==> config.mk <==
export PLATFORM = sky130hd
export DESIGN_NAME = alu_ctrl
export DESIGN_NICKNAME = d
export VERILOG_FILES = /design/src/rtl/alu_pkg.sv /design/src/rtl/alu_div_iter.sv /design/src/rtl/alu_ctrl.sv
export SDC_FILE = /design/constraint.sdc
export NUM_CORES = 1
export LEC_CHECK = 0
export CAP_MARGIN = 30
export CELL_PAD_IN_SITES_DETAIL_PLACEMENT = 0
export CELL_PAD_IN_SITES_GLOBAL_PLACEMENT = 1
export CORE_MARGIN = 1.5
export CORE_UTILIZATION = 25
export DETAILED_ROUTE_END_ITERATION = 8
export PLACE_DENSITY_LB_ADDON = 0.05
export SKIP_CTS_REPAIR_TIMING = 1
export SLEW_MARGIN = 30
export SYNTH_ARGS = -nofsm -noshare
export SYNTH_HDL_FRONTEND = slang
export SYNTH_SLANG_ARGS = --single-unit
export TNS_END_PERCENT = 1
==> constraint.sdc <==
create_clock -name clk -period 1.6 [get_ports clk]
set_input_delay 0.16 -clock clk [delete_from_list [all_inputs] [get_ports clk]]
set_output_delay 0.16 -clock clk [all_outputs]
set_load 0.01 [all_outputs]
==> src/rtl/alu_pkg.sv <==
// Shared opcodes, FSM state type and opcode classifiers for alu_ctrl.
// Division support is selected by ALU_CTRL_DIV_EN in alu_ctrl.
package alu_pkg;

  localparam logic [3:0] OP_IADD = 4'b0000;
  localparam logic [3:0] OP_ISUB = 4'b0001;
  localparam logic [3:0] OP_IMUL = 4'b0010;
  localparam logic [3:0] OP_IDIV = 4'b0011;
  localparam logic [3:0] OP_IREM = 4'b0100;
  localparam logic [3:0] OP_INEG = 4'b0101;
  localparam logic [3:0] OP_PARK = 4'b0111;
  localparam logic [3:0] OP_IOR  = 4'b1000;
  localparam logic [3:0] OP_IXOR = 4'b1001;
  localparam logic [3:0] OP_IINC = 4'b1010;
  localparam logic [3:0] OP_ISHL = 4'b1100;
  localparam logic [3:0] OP_ISHR = 4'b1101;
  localparam logic [3:0] OP_IAND = 4'b1111;

  typedef enum logic [1:0] {
    IDLE,
    EXEC,
    DIV,
    DONE
  } state_t;

  function automatic logic is_alu_op(
    input logic [3:0] op
  );
    return (op == OP_IADD) || (op == OP_ISUB) ||
           (op == OP_INEG) || (op == OP_IOR)  ||
           (op == OP_IXOR) || (op == OP_IINC) ||
           (op == OP_ISHL) || (op == OP_ISHR) ||
           (op == OP_IAND);
  endfunction

  function automatic logic is_div_op(
    input logic [3:0] op
  );
    return (op == OP_IDIV) || (op == OP_IREM);
  endfunction

  function automatic logic [31:0] mag32(
    input logic [31:0] x
  );
    return x[31] ? (~x + 32'd1) : x;
  endfunction

endpackage

==> src/rtl/alu_div_iter.sv <==
// Unsigned restoring divider, one quotient bit per cycle.
// Only instantiated by alu_ctrl when ALU_CTRL_DIV_EN is defined.
module alu_div_iter
  import alu_pkg::*;
#(
  parameter int WIDTH     = 32,
  parameter int DIV_STEPS = 32
) (
  input  logic             clk,
  input  logic             rst,
  input  logic             start,
  input  logic [WIDTH-1:0] dividend,
  input  logic [WIDTH-1:0] divisor,
  output logic             busy,
  output logic             done,
  output logic [WIDTH-1:0] quotient,
  output logic [WIDTH-1:0] remainder
);

  localparam int CW = $clog2(DIV_STEPS + 1);

  logic [CW-1:0]    cnt;
  logic [WIDTH-1:0] quo;
  logic [WIDTH-1:0] rem;
  logic [WIDTH-1:0] dvs;
  logic [WIDTH:0]   shifted;
  logic [WIDTH:0]   diff;

  // Trial subtraction of the divisor from the shifted partial remainder
  always_comb begin
    shifted = {rem, quo[WIDTH-1]};
    diff    = shifted - {1'b0, dvs};
  end

  // Load on start, then one shift-subtract step per cycle
  always_ff @(posedge clk) begin
    if (rst) begin
      cnt  <= '0;
      quo  <= '0;
      rem  <= '0;
      dvs  <= '0;
      done <= 1'b0;
    end else begin
      done <= 1'b0;
      if (start) begin
        quo <= dividend;
        rem <= '0;
        dvs <= divisor;
        cnt <= CW'(DIV_STEPS);
      end else if (cnt != '0) begin
        if (!diff[WIDTH]) begin
          rem <= diff[WIDTH-1:0];
          quo <= {quo[WIDTH-2:0], 1'b1};
        end else begin
          rem <= shifted[WIDTH-1:0];
          quo <= {quo[WIDTH-2:0], 1'b0};
        end
        cnt <= cnt - CW'(1);
        if (cnt == CW'(1)) done <= 1'b1;
      end
    end
  end

  assign busy      = (cnt != '0);
  assign quotient  = quo;
  assign remainder = rem;

endmodule

==> src/rtl/alu_ctrl.sv <==
// Sequencer between execute stage and combinational ALU.
// ALU_CTRL_DIV_EN builds the iterative IDIV/IREM path.
module alu_ctrl
  import alu_pkg::*;
#(
  parameter int WIDTH     = 32,
  parameter int DIV_STEPS = 32
) (
  input  logic             clk,
  input  logic             rst,
  input  logic             in_valid,
  output logic             in_ready,
  input  logic [3:0]       in_op,
  input  logic [WIDTH-1:0] in_a,
  input  logic [WIDTH-1:0] in_b,
  output logic [WIDTH-1:0] alu_a,
  output logic [WIDTH-1:0] alu_b,
  output logic [3:0]       alu_op,
  input  logic [WIDTH-1:0] alu_lo,
  output logic             out_valid,
  input  logic             out_ready,
  output logic [WIDTH-1:0] out_result,
  output logic             out_err
);

  state_t           state;
  state_t           state_n;
  logic [3:0]       op_q;
  logic [WIDTH-1:0] a_q;
  logic [WIDTH-1:0] b_q;
  logic [WIDTH-1:0] res_n;
  logic             err_n;
  logic             accept;

  assign in_ready  = (state == IDLE) && !rst;
  assign accept    = in_valid && in_ready;
  assign out_valid = (state == DONE);
  assign alu_a     = a_q;
  assign alu_b     = b_q;
  assign alu_op    = (state == EXEC) ? op_q : OP_PARK;

`ifdef ALU_CTRL_DIV_EN
  logic             div_start;
  logic             div_busy;
  logic             div_done;
  logic [WIDTH-1:0] div_q;
  logic [WIDTH-1:0] div_r;
  logic [WIDTH-1:0] q_fix;
  logic [WIDTH-1:0] r_fix;
  logic [WIDTH-1:0] div_res;

  alu_div_iter #(
    .WIDTH     (WIDTH),
    .DIV_STEPS (DIV_STEPS)
  ) u_div (
    .clk       (clk),
    .rst       (rst),
    .start     (div_start),
    .dividend  (mag32(in_a)),
    .divisor   (mag32(in_b)),
    .busy      (div_busy),
    .done      (div_done),
    .quotient  (div_q),
    .remainder (div_r)
  );

  // Sign fixup: quotient negative on sign mismatch, remainder follows dividend
  always_comb begin
    q_fix   = (a_q[WIDTH-1] ^ b_q[WIDTH-1]) ? (~div_q + 1'b1) : div_q;
    r_fix   = a_q[WIDTH-1] ? (~div_r + 1'b1) : div_r;
    div_res = (op_q == OP_IREM) ? r_fix : q_fix;
  end
`endif

  // Next-state and result selection
  always_comb begin
    state_n = state;
    res_n   = out_result;
    err_n   = out_err;
`ifdef ALU_CTRL_DIV_EN
    div_start = 1'b0;
`endif
    case (state)
      IDLE: begin
        if (accept) begin
          if (is_alu_op(in_op)) begin
            state_n = EXEC;
`ifdef ALU_CTRL_DIV_EN
          end else if (is_div_op(in_op) && (in_b != '0)) begin
            state_n   = DIV;
            div_start = 1'b1;
`endif
          end else begin
            state_n = DONE;
            res_n   = '0;
            err_n   = 1'b1;
          end
        end
      end
      EXEC: begin
        state_n = DONE;
        res_n   = alu_lo;
        err_n   = 1'b0;
      end
`ifdef ALU_CTRL_DIV_EN
      DIV: begin
        if (div_done && !div_busy) begin
          state_n = DONE;
          res_n   = div_res;
          err_n   = 1'b0;
        end
      end
`endif
      DONE: begin
        if (out_ready) state_n = IDLE;
      end
      default: state_n = IDLE;
    endcase
  end

  // State, operand latches and result registers
  always_ff @(posedge clk) begin
    if (rst) begin
      state      <= IDLE;
      op_q       <= '0;
      a_q        <= '0;
      b_q        <= '0;
      out_result <= '0;
      out_err    <= 1'b0;
    end else begin
      state      <= state_n;
      out_result <= res_n;
      out_err    <= err_n;
      if (accept) begin
        op_q <= in_op;
        a_q  <= in_a;
        b_q  <= in_b;
      end
    end
  end

endmodule

Word level (Yosys, flattened, before mapping)

Index checks and enable logic that the tools add are counted.

Flip-flop bits (word level): 103
Bits of input ports: 104
Output and inout bits: 103
Logic and storage cells: 46

Equality and inequality tests: 13
Reductions and logical operators: 16
Multiplexer cells: 11

Operators by type and width:

| cell                                          | count |
|---|---|
| 2-to-1 mux 32 bit                             | 2 |
| one-hot mux 32 bit (2 select lines)           | 1 |
| == test 4 bit, second input constant          | 6 |
| logical OR 1 bit                              | 8 |
| 2-to-1 mux 2 bit                              | 3 |
| one-hot mux 2 bit (3 select lines)            | 1 |
| == test 4 x 1 -> 1 bit, second input constant | 1 |
| == test 4 x 3 -> 1 bit, second input constant | 1 |
| zero test 4 bit                               | 1 |
| 2-to-1 mux 4 bit                              | 1 |
| != test 2 bit, second input constant          | 2 |
| AND reduction 3 bit                           | 1 |
| == test 2 x 1 -> 1 bit, second input constant | 1 |
| == test 2 bit, second input constant          | 1 |
| logical AND 1 bit                             | 2 |
| zero test 2 bit                               | 1 |
| 2-to-1 mux 1 bit                              | 2 |
| != test 2 x 1 -> 1 bit, second input constant | 1 |
| one-hot mux 1 bit (2 select lines)            | 1 |
| AND reduction 2 bit                           | 1 |
| nonzero test 2 bit                            | 1 |
| zero test 1 bit                               | 1 |

Depth between registers and ports, before layout

Depth after elaboration: 12
Depth in mapped cells: 7
Gate-level depth less buffers: 4

Worst setup path after synthesis

Ideal clock, no wire load.

Kind: reg2reg
Start point: register state[1]
End point: register a_q[12] (netlist: alu_a[12])
Clock period less this slack: 1.445 ns
Buffers on the path: 3
Slack: 0.155 ns
Required time: 1.468 ns
Cell stages (with the launch flop): 8
Setup time: 0.132 ns
Data arrival time: 1.313 ns
Path through: dfxtp_1 > nand2b_4 > or3_1 > buf_2 > buf_2 > buf_6 > nand2_1 > a21oi_1

Cells in the longest elaborated chain, start to end: 3

RTL lines:

| item                   | line            | source |
|---|---|---|
| start, declared        | alu_ctrl.sv:26  | `state_t state;` |
| start signal, assigned | alu_ctrl.sv:131 | `state <= state_n;` |
| zero test 2 bit        | alu_ctrl.sv:35  | `assign in_ready = (state == IDLE) && !rst;` |
| logical AND 1 bit      | alu_ctrl.sv:35  |  |
| logical AND 1 bit      | alu_ctrl.sv:36  | `assign accept = in_valid && in_ready;` |
| end signal, assigned   | alu_ctrl.sv:136 | `a_q <= in_a;` |
| end, declared          | alu_ctrl.sv:29  | `logic [WIDTH-1:0] a_q;` |

No other way between the ends.
A chain may end at the register's enable or synchronous reset.

Worst setup path in the final report

Start point: register state[1]
End point: output alu_op[1]

Cells in the longest elaborated chain, start to end: 2

RTL lines:

| item                   | line           | source |
|---|---|---|
| == test 2 x 1 -> 1 bit | alu_ctrl.sv:40 | `assign alu_op = (state == EXEC) ? op_q : OP_PARK;` |
| 2-to-1 mux 4 bit       | alu_ctrl.sv:40 |  |
| end, declared          | alu_ctrl.sv:18 | `output logic [3:0] alu_op,` |

No other way between the ends.

==> impl_metrics.toml <==
[worst_setup_path]
cp_slowest_cell = "dfxtp_2"
crit_buf_inv = 2
end_kind = "primary output"
cp.required_ps = 1440
cp_max_fo = 5
crit_type = "reg2out"
arrival_ps = 1310
cp-start-kind = "flop"
critPathTopFamily = "flip-flops"
cpPeakStageDelay_ps = 360
crit_chain = "and2b_1, buf_4, nand2b_1, dlymetal6s2s_1"

[floorplanning]
die-area_sq_um = 15300
core_sq_um = 14000
fp.dieW_um = 124
boundaryPins = 207
die_y_um = 124
std_cell_rows = 43
floorplan.initialDensity_pct = 25.9

[placed_design]
place_congestion = 0.696
dp_hpwl_um = 7700
placed_area_sq_um = 5940
io_buffers = 206

[power_and_ir_drop]
power.density_nw_per_um2 = 966
internal_power_mw = 4.63
seqPwrFrac_pct = 45.8
p_leak_nw = 2.28
pwr-share-comb_pct = 16.5
clock_power_share_pct = 37.7
power.total_mw = 6.06
p_sw_mw = 1.43
ir_drop_v = 0.000404
swShare_pct = 23.6

[sta]
tightest_slew_ps = 490
rsz0062_at_grt = "no"
setup_violations = 0
skew_ps = 4.06
fin_tns_setup_ps = 0
finalCritPeriodShare_pct = 92.2
fmax_mhz = 678
timing.final.crit_period_ps = 1470
slew_viol_final = 0
hold_viol_final = 0
whs_ps = 359
max_slew_margin_pct = 67.3

[layout]
area_growth_pct = 72.3
stdcell_area_sq_um = 6270
layout_commonest_cell = "nand2_1"
layout_common_cells = "nand2_1 (203), clkdlybuf4s50_1 (199), dfxtp_1 (101)"
drive_above_1_share_pct = 5.72
diodes = 0
nNetsFinal = 763

[global_route]
grt_pass1_wl_um = 17300
met1_usage_pct = 18.1
grtUsageMet3_pct = 5.36
grt_pass1_vias = 3431
grt_busiest_layer = "met2"
overflow = 0
antenna_found_initial = 0
grt_usage_pct = 14.7
gr-usage-met2_pct = 23.0
grt_max_degree = 69

[route]
drc = 0
wirelength_um = 11400
drt_pre_antenna_iters = 4
vias_per_cell = 4.26
num_vias = 3597
drt_iter0_markers = 175
ant_nets = 0
wl_per_cell_um = 13.5

[cts]
cts_sinks = 103
clockBufferDepth = 2
cts_tree = "built"
clk_latency_ps = 340
path_clk_slew_ps = 70
cts_max_level = 3
cts_buffers = 9
cts_root_buffer = "clkbuf_16"

[yosys]
synth_top_area_share_pct = 56.7
synth_area_leaders = "dfxtp_1 (57%), nand2_1 (21%), a21oi_1 (9.5%)"
postSynthCellCount = 461
synth.avg_cell_area_sq_um = 7.90
yosys.area_share.simple_pct = 23.5
synth.largest_area_cell = "dfxtp_1"
yosys.area_share.xor_xnor_pct = 0
yosys_warnings = 0
syn-num-nets = 565
ys_seq_elements = 103
yosysUniqueCellTypes = 23
synth_fa_ha_area_share_pct = 0
syn_area_sq_um = 3640
synthMuxAreaShare_pct = 0
ys_seq_area_share_pct = 56.7
synth_top_family_by_area = "simple AND/OR/NAND/NOR gates"
synth_compound_area_share_pct = 15.1

[run]
drv_cap = 0

[hold_path]
worstHoldPathType = "in2reg"

[run_status]
outcome = "complete, no violations"
-- area by class of cell --
class,count,area (sq um)
fill,1361,7770
timing repair buffer,220,2240
sequential,103,2060
multi-input combinational,323,1420
clock buffer,13,270
tap,180,225
clock inverter,3,40.0
inverter,2,7.51
-- through the flow --
step | cells | util (%) | worst slack, ps
final | 844 | 44.6 | 125
after global routing | 844 | 44.6 | 72.2
after CTS | 844 | 44.5 | -337
after detailed placement | 828 | 42.3 | -243
after global placement | 828 | 42.3 | -175
after floorplan | 461 | - | 155
-- registers in the layout, indices dropped and copies added, names as in the netlist --
name / cells
alu_a: 32
alu_b: 32
out_result: 32
op_q: 4
state: 2
out_err: 1
-- metal layers --
| metal | part of all wire [%] | up-vias |
|---|---|---|
| met1 | 44 | 1583 |
| met5 | 0 | - |
| met4 | 1.8 | 0 |
| met3 | 9.6 | 13 |
| li1 | - | 1869 |
| met2 | 44 | 132 |
-- power by group through the flow --
stage | logic, mW | clock network [mW] | registers [mW]
3_3_place_gp | 1.01 | 0 | 2.83
3_5_place_dp | 1.01 | 0 | 2.83
5_1_grt | 1.10 | 2.47 | 2.79
6_report | 1.00 | 2.28 | 2.77
2_1_floorplan | 0.295 | 0 | 2.89
4_1_cts | 1.02 | 2.37 | 2.77
-- worst paths after layout --
check,startpoint,slack (ps),cells after the start,to
worst min register to register,out_result[22],450,2,out_result[22]
worst max register to register,state[1],180,5,out_result[26]
worst min-delay path,in_b[25],360,3,alu_b[25]
worst max-delay path,state[1],130,4,alu_op[1]
-- worst register-to-register path, cell delays in order (launching register included) --
cell and delay [ps]:
dfxtp_2 340, nand2b_4 140, or3_4 360, a21oi_4 150, buf_12 190, o21ai_0 120
-- logic make-up after synthesis --
logic type | Yosys count
compound gates | 106
buf+inv | 35
flops | 103
simple gates | 217
-- Yosys cell counts, drive strengths merged --
master and instances:
o2bb2ai 1, o211ai 1, and2b 1, or3 1, dfxtp 103, a21oi 70, clkbuf 17, o21ai 33
and2 2, buf 16, nor2b 2, nand2b 4, inv 2, nand2 203, a21o 1, nor2 2
nor3 2
(Power assumes the default switching activity.)
